`config.mk`:
```
export PLATFORM = sky130hd
export DESIGN_NAME = wb_stage_flat
export DESIGN_NICKNAME = d
export VERILOG_FILES = /design/src/rtl/wb_stage_pkg.sv /design/src/rtl/wb_stage_if.sv /design/src/rtl/wb_stage_load_fmt.sv /design/src/rtl/wb_stage.sv /design/src/flat_wrapper.sv
export SDC_FILE = /design/constraint.sdc
export NUM_CORES = 1
export LEC_CHECK = 0
export CORE_UTILIZATION = 40
export DETAILED_ROUTE_END_ITERATION = 6
export PLACE_DENSITY = 0.8
export SYNTH_ARGS = -nofsm -noshare
export SYNTH_HDL_FRONTEND = slang
export SYNTH_HIERARCHICAL = 1
export SYNTH_SLANG_ARGS = --single-unit
```
`constraint.sdc`:
```
create_clock -name clk -period 3 [get_ports clk]
set_input_delay 0.6 -clock clk [delete_from_list [all_inputs] [get_ports clk]]
set_output_delay 0.6 -clock clk [all_outputs]
set_load 0.05 [all_outputs]
```
`src/rtl/wb_stage_pkg.sv`:
```
// Shared core types for the writeback stage: register/data types, load
// funct3 encodings, FSM state encoding and the captured load context.
package wb_stage_pkg;

  typedef logic [31:0] data_t;
  typedef logic [4:0]  reg_addr_t;
  typedef logic        enable_t;
  typedef logic [2:0]  funct3_t;

  localparam funct3_t F3_LB  = 3'b000;
  localparam funct3_t F3_LH  = 3'b001;
  localparam funct3_t F3_LW  = 3'b010;
  localparam funct3_t F3_LBU = 3'b100;
  localparam funct3_t F3_LHU = 3'b101;

  typedef enum logic {
    ST_IDLE      = 1'b0,
    ST_WAIT_LOAD = 1'b1
  } wb_state_e;

  // Everything needed to finish a load once the LSU response arrives.
  typedef struct packed {
    reg_addr_t  rd;
    enable_t    wen;
    funct3_t    funct3;
    logic [1:0] addr_lo;
  } load_ctx_t;

endpackage

```
`src/rtl/wb_stage_if.sv`:
```
// MEM-stage to WB-stage handshake plus the LSU load-response channel.
//   master : MEM stage / LSU side (drives instruction and response)
//   slave  : wb_stage side (drives mem_ready_o)
interface wb_stage_if;
  import wb_stage_pkg::*;

  logic      mem_valid_i;
  logic      mem_ready_o;
  reg_addr_t mem_rd_i;
  enable_t   mem_wen_i;
  logic      mem_is_load_i;
  funct3_t   mem_funct3_i;
  logic [1:0] mem_addr_lo_i;
  data_t     mem_result_i;
  logic      lsu_rsp_valid_i;
  data_t     lsu_rsp_data_i;

  modport master (
    output mem_valid_i, mem_rd_i, mem_wen_i, mem_is_load_i, mem_funct3_i,
           mem_addr_lo_i, mem_result_i, lsu_rsp_valid_i, lsu_rsp_data_i,
    input  mem_ready_o
  );

  modport slave (
    input  mem_valid_i, mem_rd_i, mem_wen_i, mem_is_load_i, mem_funct3_i,
           mem_addr_lo_i, mem_result_i, lsu_rsp_valid_i, lsu_rsp_data_i,
    output mem_ready_o
  );
endinterface

```
`src/rtl/wb_stage_load_fmt.sv`:
```
// load_fmt: combinational load-data formatter.
//   word_i    : aligned 32-bit memory word
//   funct3_i  : load width/sign encoding
//   addr_lo_i : byte offset within the word
//   data_o    : extracted, sign/zero-extended result
//   illegal_o : funct3 is not a load encoding (data_o = full word)
module load_fmt
  import wb_stage_pkg::*;
(
  input  data_t      word_i,
  input  funct3_t    funct3_i,
  input  logic [1:0] addr_lo_i,
  output data_t      data_o,
  output logic       illegal_o
);

  logic [7:0]  byte_sel;
  logic [15:0] half_sel;

  always_comb begin
    byte_sel = '0;
    case (addr_lo_i)
      2'd0:    byte_sel = word_i[7:0];
      2'd1:    byte_sel = word_i[15:8];
      2'd2:    byte_sel = word_i[23:16];
      default: byte_sel = word_i[31:24];
    endcase
    // Halfword selection uses only addr_lo[1]; bit 0 is ignored.
    half_sel = addr_lo_i[1] ? word_i[31:16] : word_i[15:0];
  end

  always_comb begin
    data_o    = word_i;
    illegal_o = 1'b0;
    case (funct3_i)
      F3_LB:   data_o = {{24{byte_sel[7]}}, byte_sel};
      F3_LBU:  data_o = {24'h0, byte_sel};
      F3_LH:   data_o = {{16{half_sel[15]}}, half_sel};
      F3_LHU:  data_o = {16'h0, half_sel};
      F3_LW:   data_o = word_i;
      default: illegal_o = 1'b1;
    endcase
  end

endmodule

```
`src/rtl/wb_stage.sv`:
```
// wb_stage: writeback stage. Non-load results are written back one cycle
// after acceptance; loads park in WAIT_LOAD until the LSU response arrives,
// are formatted by load_fmt, then written back the following cycle.
// Ports:
//   clk, rst_n          : clock, asynchronous active-low reset
//   mif (slave)         : MEM-stage handshake and LSU response channel
//   wen_c/rd_o/rd_data_o: register-file write port (wen_c single-cycle)
//   busy_o/busy_rd_o    : load pending and its destination, for decode stall
//   retire_o            : one-cycle pulse per retired instruction
//   err_o               : sticky protocol error (stray response / bad funct3)
//   instret_o           : retired-instruction count, only with WB_INSTRET_EN
// Optional feature macro: WB_INSTRET_EN
module wb_stage
  import wb_stage_pkg::*;
#(
  parameter int unsigned INSTRET_W = 64
) (
  input  logic           clk,
  input  logic           rst_n,
  wb_stage_if.slave      mif,
  output enable_t        wen_c,
  output reg_addr_t      rd_o,
  output data_t          rd_data_o,
  output logic           busy_o,
  output reg_addr_t      busy_rd_o,
  output logic           retire_o,
`ifdef WB_INSTRET_EN
  output logic [INSTRET_W-1:0] instret_o,
`endif
  output logic           err_o
);

  wb_state_e state_q, state_d;
  load_ctx_t ctx_q;

  logic      accept;
  logic      wb_fire;
  enable_t   wb_wen;
  reg_addr_t wb_rd;
  data_t     wb_data;
  logic      err_set;
  data_t     fmt_data;
  logic      fmt_illegal;

  load_fmt u_load_fmt (
    .word_i    (mif.lsu_rsp_data_i),
    .funct3_i  (ctx_q.funct3),
    .addr_lo_i (ctx_q.addr_lo),
    .data_o    (fmt_data),
    .illegal_o (fmt_illegal)
  );

  assign accept = mif.mem_valid_i & (state_q == ST_IDLE);

  always_ff @(posedge clk or negedge rst_n) begin
    if (!rst_n) state_q <= ST_IDLE;
    else        state_q <= state_d;
  end

  always_comb begin
    state_d = state_q;
    case (state_q)
      ST_IDLE:      if (accept && mif.mem_is_load_i) state_d = ST_WAIT_LOAD;
      ST_WAIT_LOAD: if (mif.lsu_rsp_valid_i)         state_d = ST_IDLE;
      default:      state_d = ST_IDLE;
    endcase
  end

  always_comb begin
    mif.mem_ready_o = (state_q == ST_IDLE);
    busy_o          = (state_q == ST_WAIT_LOAD);
    busy_rd_o       = (state_q == ST_WAIT_LOAD) ? ctx_q.rd : '0;
    wb_fire         = 1'b0;
    wb_wen          = 1'b0;
    wb_rd           = '0;
    wb_data         = '0;
    err_set         = 1'b0;
    case (state_q)
      ST_IDLE: begin
        wb_fire = accept & ~mif.mem_is_load_i;
        wb_wen  = mif.mem_wen_i;
        wb_rd   = mif.mem_rd_i;
        wb_data = mif.mem_result_i;
        // A response with no load outstanding is dropped and flagged.
        err_set = mif.lsu_rsp_valid_i;
      end
      ST_WAIT_LOAD: begin
        wb_fire = mif.lsu_rsp_valid_i;
        wb_wen  = ctx_q.wen;
        wb_rd   = ctx_q.rd;
        wb_data = fmt_data;
        err_set = mif.lsu_rsp_valid_i & fmt_illegal;
      end
      default: ;
    endcase
  end

  always_ff @(posedge clk or negedge rst_n) begin
    if (!rst_n) begin
      ctx_q <= '0;
    end else if (accept && mif.mem_is_load_i) begin
      ctx_q <= '{rd: mif.mem_rd_i, wen: mif.mem_wen_i,
                 funct3: mif.mem_funct3_i, addr_lo: mif.mem_addr_lo_i};
    end
  end

  always_ff @(posedge clk or negedge rst_n) begin
    if (!rst_n) begin
      wen_c     <= 1'b0;
      retire_o  <= 1'b0;
      rd_o      <= '0;
      rd_data_o <= '0;
      err_o     <= 1'b0;
    end else begin
      // x0 writes are suppressed but the instruction still retires.
      wen_c    <= wb_fire & wb_wen & (wb_rd != '0);
      retire_o <= wb_fire;
      if (wb_fire) begin
        rd_o      <= wb_rd;
        rd_data_o <= wb_data;
      end
      if (err_set) err_o <= 1'b1;
    end
  end

`ifdef WB_INSTRET_EN
  // Counts on the same edge retire_o rises, so it already includes that retire.
  always_ff @(posedge clk or negedge rst_n) begin
    if (!rst_n)       instret_o <= '0;
    else if (wb_fire) instret_o <= instret_o + 1'b1;
  end
`else
  logic unused_instret_w;
  assign unused_instret_w = (INSTRET_W != 0);
`endif

endmodule

```
`src/flat_wrapper.sv`:
```
// flat-port wrapper written by rule: the top's interface ports become plain ports
module wb_stage_flat import wb_stage_pkg::*;
#(
  parameter int unsigned INSTRET_W = 64
)
  (clk, rst_n, wen_c, rd_o, rd_data_o, busy_o, busy_rd_o, retire_o, err_o, mif_mem_valid_i, mif_mem_rd_i, mif_mem_wen_i, mif_mem_is_load_i, mif_mem_funct3_i, mif_mem_addr_lo_i, mif_mem_result_i, mif_lsu_rsp_valid_i, mif_lsu_rsp_data_i, mif_mem_ready_o);
  wb_stage_if mif_i ();
  input  logic clk;
  input  logic rst_n;
  output enable_t wen_c;
  output reg_addr_t rd_o;
  output data_t rd_data_o;
  output logic busy_o;
  output reg_addr_t busy_rd_o;
  output logic retire_o;
  output logic err_o;
  input wire logic [$bits(mif_i.mem_valid_i)-1:0] mif_mem_valid_i;
  input wire logic [$bits(mif_i.mem_rd_i)-1:0] mif_mem_rd_i;
  input wire logic [$bits(mif_i.mem_wen_i)-1:0] mif_mem_wen_i;
  input wire logic [$bits(mif_i.mem_is_load_i)-1:0] mif_mem_is_load_i;
  input wire logic [$bits(mif_i.mem_funct3_i)-1:0] mif_mem_funct3_i;
  input wire logic [$bits(mif_i.mem_addr_lo_i)-1:0] mif_mem_addr_lo_i;
  input wire logic [$bits(mif_i.mem_result_i)-1:0] mif_mem_result_i;
  input wire logic [$bits(mif_i.lsu_rsp_valid_i)-1:0] mif_lsu_rsp_valid_i;
  input wire logic [$bits(mif_i.lsu_rsp_data_i)-1:0] mif_lsu_rsp_data_i;
  output wire logic [$bits(mif_i.mem_ready_o)-1:0] mif_mem_ready_o;
  assign mif_i.mem_valid_i = mif_mem_valid_i;
  assign mif_i.mem_rd_i = mif_mem_rd_i;
  assign mif_i.mem_wen_i = mif_mem_wen_i;
  assign mif_i.mem_is_load_i = mif_mem_is_load_i;
  assign mif_i.mem_funct3_i = mif_mem_funct3_i;
  assign mif_i.mem_addr_lo_i = mif_mem_addr_lo_i;
  assign mif_i.mem_result_i = mif_mem_result_i;
  assign mif_i.lsu_rsp_valid_i = mif_lsu_rsp_valid_i;
  assign mif_i.lsu_rsp_data_i = mif_lsu_rsp_data_i;
  assign mif_mem_ready_o = mif_i.mem_ready_o;
  wb_stage #(.INSTRET_W(INSTRET_W)) u_core (.clk(clk), .rst_n(rst_n), .mif(mif_i), .wen_c(wen_c), .rd_o(rd_o), .rd_data_o(rd_data_o), .busy_o(busy_o), .busy_rd_o(busy_rd_o), .retire_o(retire_o), .err_o(err_o));
endmodule
```
==> results.py, run 1 <==
metrics = {
    "worst_setup_path": {
        "max_stage_delay_ps": 520,
        "worstSetupStartpointType": "input pin",
        "slowest_stage": "mux4_2",
        "cp.arrival_ps": 2780,
        "crit_fanout": 16,
        "end_kind": "register",
        "critPathRequiredTime_ps": 3200,
        "criticalPathCategory": "input pin to register",
        "crit_chain": "clkdlybuf4s50_1, mux4_2, nand2_1, o21ai_0, mux2_1, mux2_4",
    },
    "global_route": {
        "antenna_found_initial": 0,
        "grt_max_degree": 35,
        "grt_pass1_wl_um": 15000,
        "grt_pass1_vias": 2914,
        "grtUsageTotal_pct": 22.4,
        "grt_overflow_total": 0,
    },
    "yosys": {
        "yosys.cell_types.count": 34,
        "ys.flop_type": "dfrtp_1",
        "avgSynthCellArea_um2": 11.9,
        "synth-edff-count": 0,
        "ys_ff_latch": 52,
        "syn_nets": 361,
        "yosys_warnings": 6,
        "ys_seq_area_share_pct": 39.1,
        "async_flop_share_pct": 100,
        "synthesis.area_mm2": 0.00333,
        "syn_inst": 281,
    },
    "timing": {
        "post-route-period-util_pct": 86.0,
        "worst_slew_pin_slew_ps": 666,
        "rsz0062_at_grt": "false",
        "fin_crit_ps": 2580,
        "setup_tns_ps": 0,
        "skew_ps": 9.15,
        "final_hold_viol_count": 0,
        "slew_headroom_pct": 55.5,
        "slew_viol_final": 0,
        "setup_violations": 0,
        "max_freq_ghz": 0.388,
    },
    "clocking": {
        "root_buffer": "clkbuf_8",
        "cts_setup_buffers": 0,
        "htreeDepth": 2,
        "clkSlewWorstSetupHoldPaths_ps": 100,
        "clk_latency_ps": 310,
        "holdBufCountCts": 0,
        "cts_tree": "done",
        "clk_path_buf_depth": 2,
        "cts_buffers": 5,
        "clock_sinks": 52,
        "ctsResizeCount": 0,
    },
    "route": {
        "vias": 2724,
        "via_per_inst": 5.47,
        "wirelength_um": 9420,
        "ant_nets": 0,
        "wl_per_cell_um": 18.9,
        "drc_errors": 0,
        "drt_iter0_drc": 205,
        "first_pass_iters": 4,
    },
    "run": {
        "maxCapViolations": 0,
    },
    "final_layout": {
        "fillers": 638,
        "n_antenna_cell": 0,
        "fin_util_pct": 60.0,
        "drive_gt1_share_pct": 22.2,
        "seq_area_mm2": 0.00130,
        "multi_input_area_mm2": 0.00182,
        "area_delta_synth_final_pct": 42.0,
        "nets": 476,
    },
    "floorplan": {
        "rows": 32,
        "die_h_um": 93.3,
        "ioPinCount": 127,
        "start_util_pct": 42.2,
        "die_x_um": 93.3,
        "dieArea_mm2": 0.00870,
        "fp.coreArea_mm2": 0.00789,
    },
    "power_and_ir_drop": {
        "irDropWorstVdd_v": 0.000472,
        "total_leakage_power_uw": 0.00194,
        "p_per_area_mw_per_mm2": 773,
    },
    "status": {
        "status": "complete, no violations",
    },
    "placement": {
        "port_buffers": 126,
        "dp_hpwl_um": 7020,
        "routabilityCongestion": 0.848,
    },
    "min_path": {
        "min_path_type": "input pin to async pin",
    },
}
## sequential cells by signal, indices dropped and copies added (netlist names)
register          count
u_core/rd_o           5
u_core/busy_o         1
u_core/retire_o       1
u_core/wen_c          1
u_core/rd_data_o     32
u_core/ctx_q         11
u_core/err_o          1
## worst max-delay path: cells and delay by family
family,cells,cell delay [ps]
AOI/OAI and AO/OA,1,220
buffers and inverters,1,470
muxes,3,1120
and+or+nand+nor,1,370
## where the power goes
part	internal [µW]	leakage, µW	switching (µW)
logic	864	0.00127	1160
registers	913	0.000612	167
clock network	328	0.0000642	229
## cell usage after synthesis (2+ instances only)
library cell | n | share of area (%)
a21o_1 | 5 | 1.1
a21oi_1 | 8 | 1.2
a221o_1 | 8 | 2.4
a22o_1 | 8 | 2.1
a311oi_1 | 8 | 2.1
and2_1 | 5 | 0.94
buf_2 | 5 | 0.75
buf_4 | 2 | 0.45
buf_6 | 9 | 3.0
clkbuf_1 | 4 | 0.45
clkbuf_2 | 2 | 0.30
dfrtp_1 | 52 | 39
inv_1 | 11 | 1.2
inv_2 | 2 | 0.23
mux2_1 | 20 | 6.8
mux2_2 | 42 | 14
mux2_4 | 19 | 8.6
mux4_2 | 8 | 5.4
nand2_1 | 2 | 0.23
nand2b_1 | 3 | 0.56
nor2_1 | 27 | 3.0
nor2b_1 | 2 | 0.38
o21ai_0 | 17 | 2.6
or4_1 | 2 | 0.45
## cell type report
class,instances,share of cell area [%]
inverter,13,1.03
tap,102,2.70
sequential,52,27.5
clock inverter,2,1.27
multi-input combinational,193,38.4
clock buffer,5,1.45
timing repair buffer,131,27.6
## layout by cell type, fill, tap and decap left out, drive strengths merged
cell type      synthesis  final
a21oi                  8      8
buf                   17      6
clkbuf                 6      5
dfrtp                 52     52
nor3                   1      1
o21ai                 19     19
nand2                  2      2
nand3                  1      1
nor2                  27     27
a22o                   8      8
nor2b                  2      2
o41ai                  1      1
and2                   6      6
clkdlybuf4s50          0    125
a21o                   5      5
or4                    2      2
or2                    1      1
a311oi                 8      8
inv                   13     13
o2111ai                1      1
mux4                   8      8
bufinv                 0      2
a221o                  8      8
a31oi                  1      1
nand2b                 3      3
mux2                  81     81
## cell families after synthesis
| kind of cell | count (synthesis) | synth area share, % |
|---|---|---|
| DFF | 52 | 39.1 |
| muxes | 89 | 34.9 |
| and+or+nand+nor | 45 | 6.35 |
| buffers and inverters | 36 | 6.57 |
| AOI/OAI and AO/OA | 59 | 13.1 |
## metal layers
metal  track usage (%)  share of wire, %  vias up
met1              28.3                41     1290
met5                 0                 0        -
met4              6.15               2.2        0
met2              37.0                46      152
met3              7.07                11       19
li1                  -                 -     1263
## stage by stage
stage	instances	cell area, µm²	hold WS, ps	setup slack, ps	power, µW
2_1_floorplan	281	3330	304	766	2460
3_3_place_gp	491	4600	456	245	3070
3_5_place_dp	491	4600	455	111	3110
4_1_cts	498	4730	169	455	3680
5_1_grt	498	4730	173	330	3830
6_report	498	4730	173	420	3660
## path summary, 6_finish.rpt
path                                             start                               end  slack, ps  cells past startpoint
max                             mif_lsu_rsp_data_i[31]  u_core/rd_data_o[20]$_DFFE_PN0P_        420                      6
min                                              rst_n   u_core/rd_data_o[1]$_DFFE_PN0P_        170                      1
max reg2reg                u_core/ctx_q[0]$_DFFE_PN0P_  u_core/rd_data_o[20]$_DFFE_PN0P_        670                      5
min reg2reg                   u_core/err_o$_DFFE_PN0P_          u_core/err_o$_DFFE_PN0P_        480                      1
max in group asynchronous                        rst_n   u_core/rd_data_o[8]$_DFFE_PN0P_       2230                      2
min in group clk              u_core/err_o$_DFFE_PN0P_          u_core/err_o$_DFFE_PN0P_        480                      1
(Power assumes the default switching activity.)
==> run 2: changes to the inputs <==
--- a/config.mk
+++ b/config.mk
@@ -8,6 +8,7 @@
 export CORE_UTILIZATION = 40
 export DETAILED_ROUTE_END_ITERATION = 6
 export PLACE_DENSITY = 0.8
+export REMOVE_ABC_BUFFERS = 1
 export SYNTH_ARGS = -nofsm -noshare
 export SYNTH_HDL_FRONTEND = slang
 export SYNTH_HIERARCHICAL = 1
==> run 2 against run 1 <==
Die area is the same. Sequential power is essentially flat. Clock skew shrank 1.9 ps. Final cell count grew 0.80%. Routed wire length shrank 2.8%. Non-clock buffer count grew 3. Clock-buffer cell count grew 1. Register-to-register slack lost 20 ps. Largest power group unchanged. Highest routed layer unchanged.
==> results.py, run 2 (synthesized netlist as in run 1, its figures left out) <==
metrics = {
    "status": {
        "status": "complete, no violations",
    },
    "final_layout": {
        "fillers": 659,
        "drive_gt1_share_pct": 23.3,
        "layout_commonest_cell": "clkdlybuf4s50_1",
        "finalInstanceArea_mm2": 0.00471,
        "seq_area_mm2": 0.00130,
        "largest_register_ffs": 32,
        "area_delta_synth_final_pct": 41.3,
        "nets": 479,
        "final_cell_mix": "125 x clkdlybuf4s50_1, 51 x dfrtp_1, 42 x mux2_2",
        "multi_input_area_mm2": 0.00182,
        "n_antenna_cell": 0,
        "top_regs": "u_core/rd_data_o (32), u_core/ctx_q (11), u_core/rd_o (5)",
        "regMostFlops": "u_core/rd_data_o",
    },
    "timing": {
        "rsz0062_at_grt": "false",
        "post-route-period-util_pct": 85.0,
        "slew_headroom_pct": 54.4,
        "worst_slack_ps": 449,
        "final_hold_viol_count": 0,
        "max_freq_ghz": 0.392,
        "fin_crit_ps": 2550,
        "slew_viol_final": 0,
        "skew_ps": 7.25,
        "setup_violations": 0,
        "hold-worst-slack_ps": 326,
        "worst_slew_pin_slew_ps": 684,
    },
    "placement": {
        "port_buffers": 126,
        "routabilityCongestion": 0.814,
        "dp_slack_ps": 206,
        "placed_cell_area_mm2": 0.00461,
        "dp_hpwl_um": 7040,
    },
    "clocking": {
        "holdBufCountCts": 0,
        "cts_buffers": 5,
        "cts_setup_buffers": 0,
        "htreeDepth": 2,
        "cts_tree": "done",
        "clk_path_buf_depth": 2,
        "clkSlewWorstSetupHoldPaths_ps": 100,
        "clk_latency_ps": 300,
        "root_buffer": "clkbuf_8",
        "ctsResizeCount": 0,
        "clock_sinks": 52,
    },
    "worst_setup_path": {
        "criticalPathCategory": "register to primary output",
        "critical_path.top_delay_family": "buffers and inverters",
        "crit_chain": "and2_1, clkdlybuf4s50_1",
        "reg2reg_slack_ps": 650,
        "cp-startpoint": "u_core/busy_o$_DFF_PN0_",
        "worstSetupStartpointType": "register",
        "r2r_end": "u_core/rd_data_o[15]$_DFFE_PN0P_",
        "critPathRequiredTime_ps": 2400,
        "cp.depth": 2,
        "reg2reg_from": "u_core/ctx_q[1]$_DFFE_PN0P_",
        "path_buf_inv": 1,
        "cp.arrival_ps": 1950,
        "end_kind": "primary output",
        "critPathCapture": "busy_rd_o[1]",
        "slowest_stage": "clkdlybuf4s50_1",
        "rr_worst_depth": 5,
        "crit_fanout": 20,
        "max_stage_delay_ps": 810,
    },
    "route": {
        "drt_iter0_drc": 148,
        "first_pass_iters": 4,
        "via_per_inst": 5.40,
        "ant_nets": 0,
        "wl_per_cell_um": 18.2,
        "wirelength_um": 9160,
        "drc_errors": 0,
        "vias": 2711,
    },
    "floorplan": {
        "fp.coreArea_mm2": 0.00789,
        "start_util_pct": 42.2,
        "rows": 32,
        "dieArea_mm2": 0.00870,
        "ioPinCount": 127,
        "die_h_um": 93.3,
        "die_x_um": 93.3,
    },
    "power_and_ir_drop": {
        "p_sw_uw": 1540,
        "combPwrFrac_pct": 57.1,
        "p_per_area_mw_per_mm2": 745,
        "p_int_uw": 1970,
        "clkPwrFrac_pct": 11.8,
        "power.share.sequential_pct": 31.1,
        "total_leakage_power_uw": 0.00194,
        "swShare_pct": 44.0,
        "irDropWorstVdd_v": 0.000365,
    },
    "global_route": {
        "grt_pass1_vias": 2845,
        "grt_pass1_wl_um": 14700,
        "antenna_found_initial": 0,
        "grt_max_degree": 31,
        "grtUsageTotal_pct": 22.1,
        "grt_overflow_total": 0,
    },
    "run": {
        "maxCapViolations": 0,
    },
    "min_path": {
        "min_path_type": "input pin to async pin",
    },
}
run 2: cell types whose count changed in the layout (fill, tap and decap cells not counted):
cell	delta
dfrtp_1	-1
clkbuf_8	+1
dfrtp_2	+1
buf_4	+4
bufinv_16	-2
buf_12	-1
clkinv_2	+2
run 2: power by group through the flow:
stage	Clock, µW	Sequential, µW	Combinational [µW]
6_report	414	1090	2000
5_1_grt	470	1130	2100
4_1_cts	430	1100	2010
3_5_place_dp	0	1110	2000
3_3_place_gp	0	1100	1970
2_1_floorplan	0	1730	670
run 2: worst min-delay path by stage:
stage | slack [ps] | from | endpoint
floorplan | 300 | rst_n | u_core/busy_o$_DFF_PN0_
global placement | 460 | u_core/err_o$_DFFE_PN0P_ | u_core/err_o$_DFFE_PN0P_
detailed placement | 470 | u_core/err_o$_DFFE_PN0P_ | u_core/err_o$_DFFE_PN0P_
CTS | 360 | rst_n | u_core/err_o$_DFFE_PN0P_
global route | 380 | rst_n | u_core/rd_data_o[6]$_DFFE_PN0P_
finish | 330 | rst_n | u_core/rd_data_o[6]$_DFFE_PN0P_
run 2: cell type report:
cell class | instances | area share (%)
sequential | 52 | 27.7
inverter | 13 | 1.04
tap | 102 | 2.71
timing repair buffer | 134 | 28.0
clock buffer | 6 | 1.75
multi-input combinational | 193 | 38.6
clock inverter | 2 | 0.213
run 2: worst register-to-register path: stages (launching register included):
cell	delay, ps
dfrtp_1	610
mux4_2	590
and2_4	190
a221o_1	280
mux2_1	300
mux2_4	260
run 2: metal layers:
| layer | track usage, % | wire length (µm) |
|---|---|---|
| met1 | 29.6 | 4000 |
| met2 | 35.7 | 4430 |
| met3 | 5.20 | 576 |
| met4 | 6.03 | 152 |
| met5 | 0 | 0 |
run 2: per-stage QoR:
step | total power (µW) | TNS, ps | std cells | util (%)
after floorplan | 2400 | -6290 | 258 | -
after global placement | 3070 | 0 | 494 | 58.5
after detailed placement | 3110 | 0 | 494 | 58.5
after CTS | 3530 | 0 | 502 | 59.7
after global routing | 3700 | 0 | 502 | 59.7
final | 3510 | 0 | 502 | 59.7
==> run 3: changes to the inputs <==
--- a/config.mk
+++ b/config.mk
@@ -5,10 +5,12 @@
 export SDC_FILE = /design/constraint.sdc
 export NUM_CORES = 1
 export LEC_CHECK = 0
+export CORE_ASPECT_RATIO = 1.4
 export CORE_UTILIZATION = 40
 export DETAILED_ROUTE_END_ITERATION = 6
 export PLACE_DENSITY = 0.8
 export REMOVE_ABC_BUFFERS = 1
+export SETUP_SLACK_MARGIN = 0.05
 export SYNTH_ARGS = -nofsm -noshare
 export SYNTH_HDL_FRONTEND = slang
 export SYNTH_HIERARCHICAL = 1
==> constraint.sdc (replaced) <==
create_clock -name clk -period 3 [get_ports clk]
set_input_delay 0.6 -clock clk [delete_from_list [all_inputs] [get_ports clk]]
set_output_delay 0.6 -clock clk [all_outputs]
set_load 0.1 [all_outputs]
==> run 3 against run 2 <==
Combinational power up 37%. Core utilization fell by 1.4 points. Non-clock buffer count shrank 2. Critical endpoint is now u_core/rd_data_o[31]$_DFFE_PN0P_. Routed wire length grew 4.5%. Final cell count is 0.40% lower. Clock skew shrank 1.1 ps. First-iteration DRC count grew 67%. Clock-buffer cell count stayed put. Largest power group unchanged.
==> results.py, run 3 (synthesized netlist as in run 1, its figures left out) <==
metrics = {
    "final_layout": {
        "nets": 477,
        "largest_register_ffs": 32,
        "top_regs": "u_core/rd_data_o (32), u_core/ctx_q (11), u_core/rd_o (5)",
        "final_cell_mix": "78 x clkdlybuf4s50_1, 52 x dfrtp_1, 46 x buf_4",
        "area_delta_synth_final_pct": 41.7,
        "final_cells": 500,
        "regMostFlops": "u_core/rd_data_o",
        "layout_commonest_cell": "clkdlybuf4s50_1",
        "drive_gt1_share_pct": 34.4,
        "n_antenna_cell": 0,
    },
    "clocking": {
        "cts_tree": "done",
        "ctsResizeCount": 0,
        "clk_latency_ps": 290,
        "cts_buffers": 5,
        "clk_path_buf_depth": 2,
        "clock_sinks": 52,
        "cts_setup_buffers": 0,
        "root_buffer": "clkbuf_16",
        "htreeDepth": 2,
        "holdBufCountCts": 0,
        "clkSlewWorstSetupHoldPaths_ps": 70,
    },
    "power_and_ir_drop": {
        "clkPwrFrac_pct": 13.6,
        "power.share.sequential_pct": 24.3,
        "p_sw_uw": 2340,
        "p_int_uw": 2070,
        "irDropWorstVdd_v": 0.000763,
        "total_leakage_power_uw": 0.00203,
        "swShare_pct": 53.1,
        "p_per_area_mw_per_mm2": 934,
        "combPwrFrac_pct": 62.2,
    },
    "worst_setup_path": {
        "end_kind": "register",
        "rr_worst_depth": 4,
        "criticalPathCategory": "input pin to register",
        "crit_fanout": 16,
        "worstSetupStartpointType": "input pin",
        "critPathRequiredTime_ps": 3180,
        "cp.arrival_ps": 2750,
    },
    "floorplan": {
        "die_x_um": 79.1,
        "dieArea_mm2": 0.00870,
        "fp.coreArea_mm2": 0.00810,
        "die_h_um": 110,
        "ioPinCount": 127,
        "start_util_pct": 41.1,
        "rows": 39,
    },
    "status": {
        "status": "complete, no violations",
    },
    "global_route": {
        "grt_overflow_total": 0,
        "grt_pass1_wl_um": 14700,
        "grt_max_degree": 36,
        "antenna_found_initial": 0,
        "grt_pass1_vias": 2936,
        "grtUsageTotal_pct": 22.3,
    },
    "route": {
        "via_per_inst": 5.44,
        "wl_per_cell_um": 19.1,
        "ant_nets": 0,
        "vias": 2722,
        "drc_errors": 0,
        "first_pass_iters": 4,
        "wirelength_um": 9570,
        "drt_iter0_drc": 247,
    },
    "timing": {
        "max_freq_ghz": 0.390,
        "fin_crit_ps": 2570,
        "final_hold_viol_count": 0,
        "slew_viol_final": 0,
        "worst_slew_pin_slew_ps": 784,
        "slew_headroom_pct": 47.7,
        "hold-worst-slack_ps": 380,
        "post-route-period-util_pct": 85.5,
        "skew_ps": 6.15,
        "setup_violations": 0,
        "rsz0062_at_grt": "false",
    },
    "placement": {
        "routabilityCongestion": 0.823,
        "dp_hpwl_um": 7200,
        "place_inst": 492,
        "port_buffers": 126,
    },
    "min_path": {
        "min_path_type": "input pin to async pin",
    },
    "run": {
        "maxCapViolations": 0,
    },
}
==> run 3: cell count changes in the layout (fill, tap and decap cells not counted), moves of 5 or more <==
cell	change
clkbuf_8	-5
buf_12	+7
clkbuf_16	+5
buf_4	+38
clkdlybuf4s50_1	-47
==> run 3: worst max-delay path, cell delays in order <==
cell and delay [ps]:
clkdlybuf4s50_1 480, mux4_2 520, nand2_1 350, o21ai_0 230
mux2_2 310, mux2_2 260
==> run 3: metal layers <==
metal	vias up	global-route usage (%)	part of all wire, %
li1	1263	-	-
met3	22	3.87	5.0
met2	90	40.7	54
met1	1347	25.0	37
met5	-	0	0
met4	0	10.5	3.7
==> run 3: path summary, 6_finish.rpt <==
check,startpoint,end,slack (ps)
max in group asynchronous,rst_n,u_core/rd_data_o[14]$_DFFE_PN0P_,1850
worst min-delay path,rst_n,u_core/rd_o[3]$_DFFE_PN0P_,380
worst min register to register,u_core/err_o$_DFFE_PN0P_,u_core/err_o$_DFFE_PN0P_,490
min in group clk,u_core/err_o$_DFFE_PN0P_,u_core/err_o$_DFFE_PN0P_,490
worst max register to register,u_core/ctx_q[2]$_DFFE_PN0P_,u_core/rd_data_o[7]$_DFFE_PN0P_,780
worst max-delay path,mif_lsu_rsp_data_i[15],u_core/rd_data_o[31]$_DFFE_PN0P_,430
==> run 3: power groups by stage <==
stage | sequential [µW] | combinational, µW | clock (µW)
final | 1070 | 2740 | 598
after global routing | 1100 | 2840 | 641
after CTS | 1070 | 2750 | 614
after detailed placement | 1080 | 2740 | 0
after global placement | 1080 | 2710 | 0
after floorplan | 2420 | 713 | 0
==> run 3: layout make-up <==
cell class / count / area, µm²
clock buffers: 6 / 139
well taps: 102 / 128
repair buffers: 132 / 1270
multi-input cells: 193 / 1820
fillers: 705 / 3380
flip-flops and latches: 52 / 1300
clock inverters: 2 / 13.8
inverters: 13 / 48.8
==> run 3: stage by stage <==
stage	TNS [ps]	worst slack (ps)	area [µm²]	total power (µW)	util [%]
after detailed placement	0	140	4570	3820	56.4
after global routing	0	375	4720	4580	58.3
after floorplan	-20550	-446	3160	3130	-
after CTS	0	453	4720	4440	58.3
after global placement	0	232	4570	3780	56.4
final	0	435	4720	4410	58.3
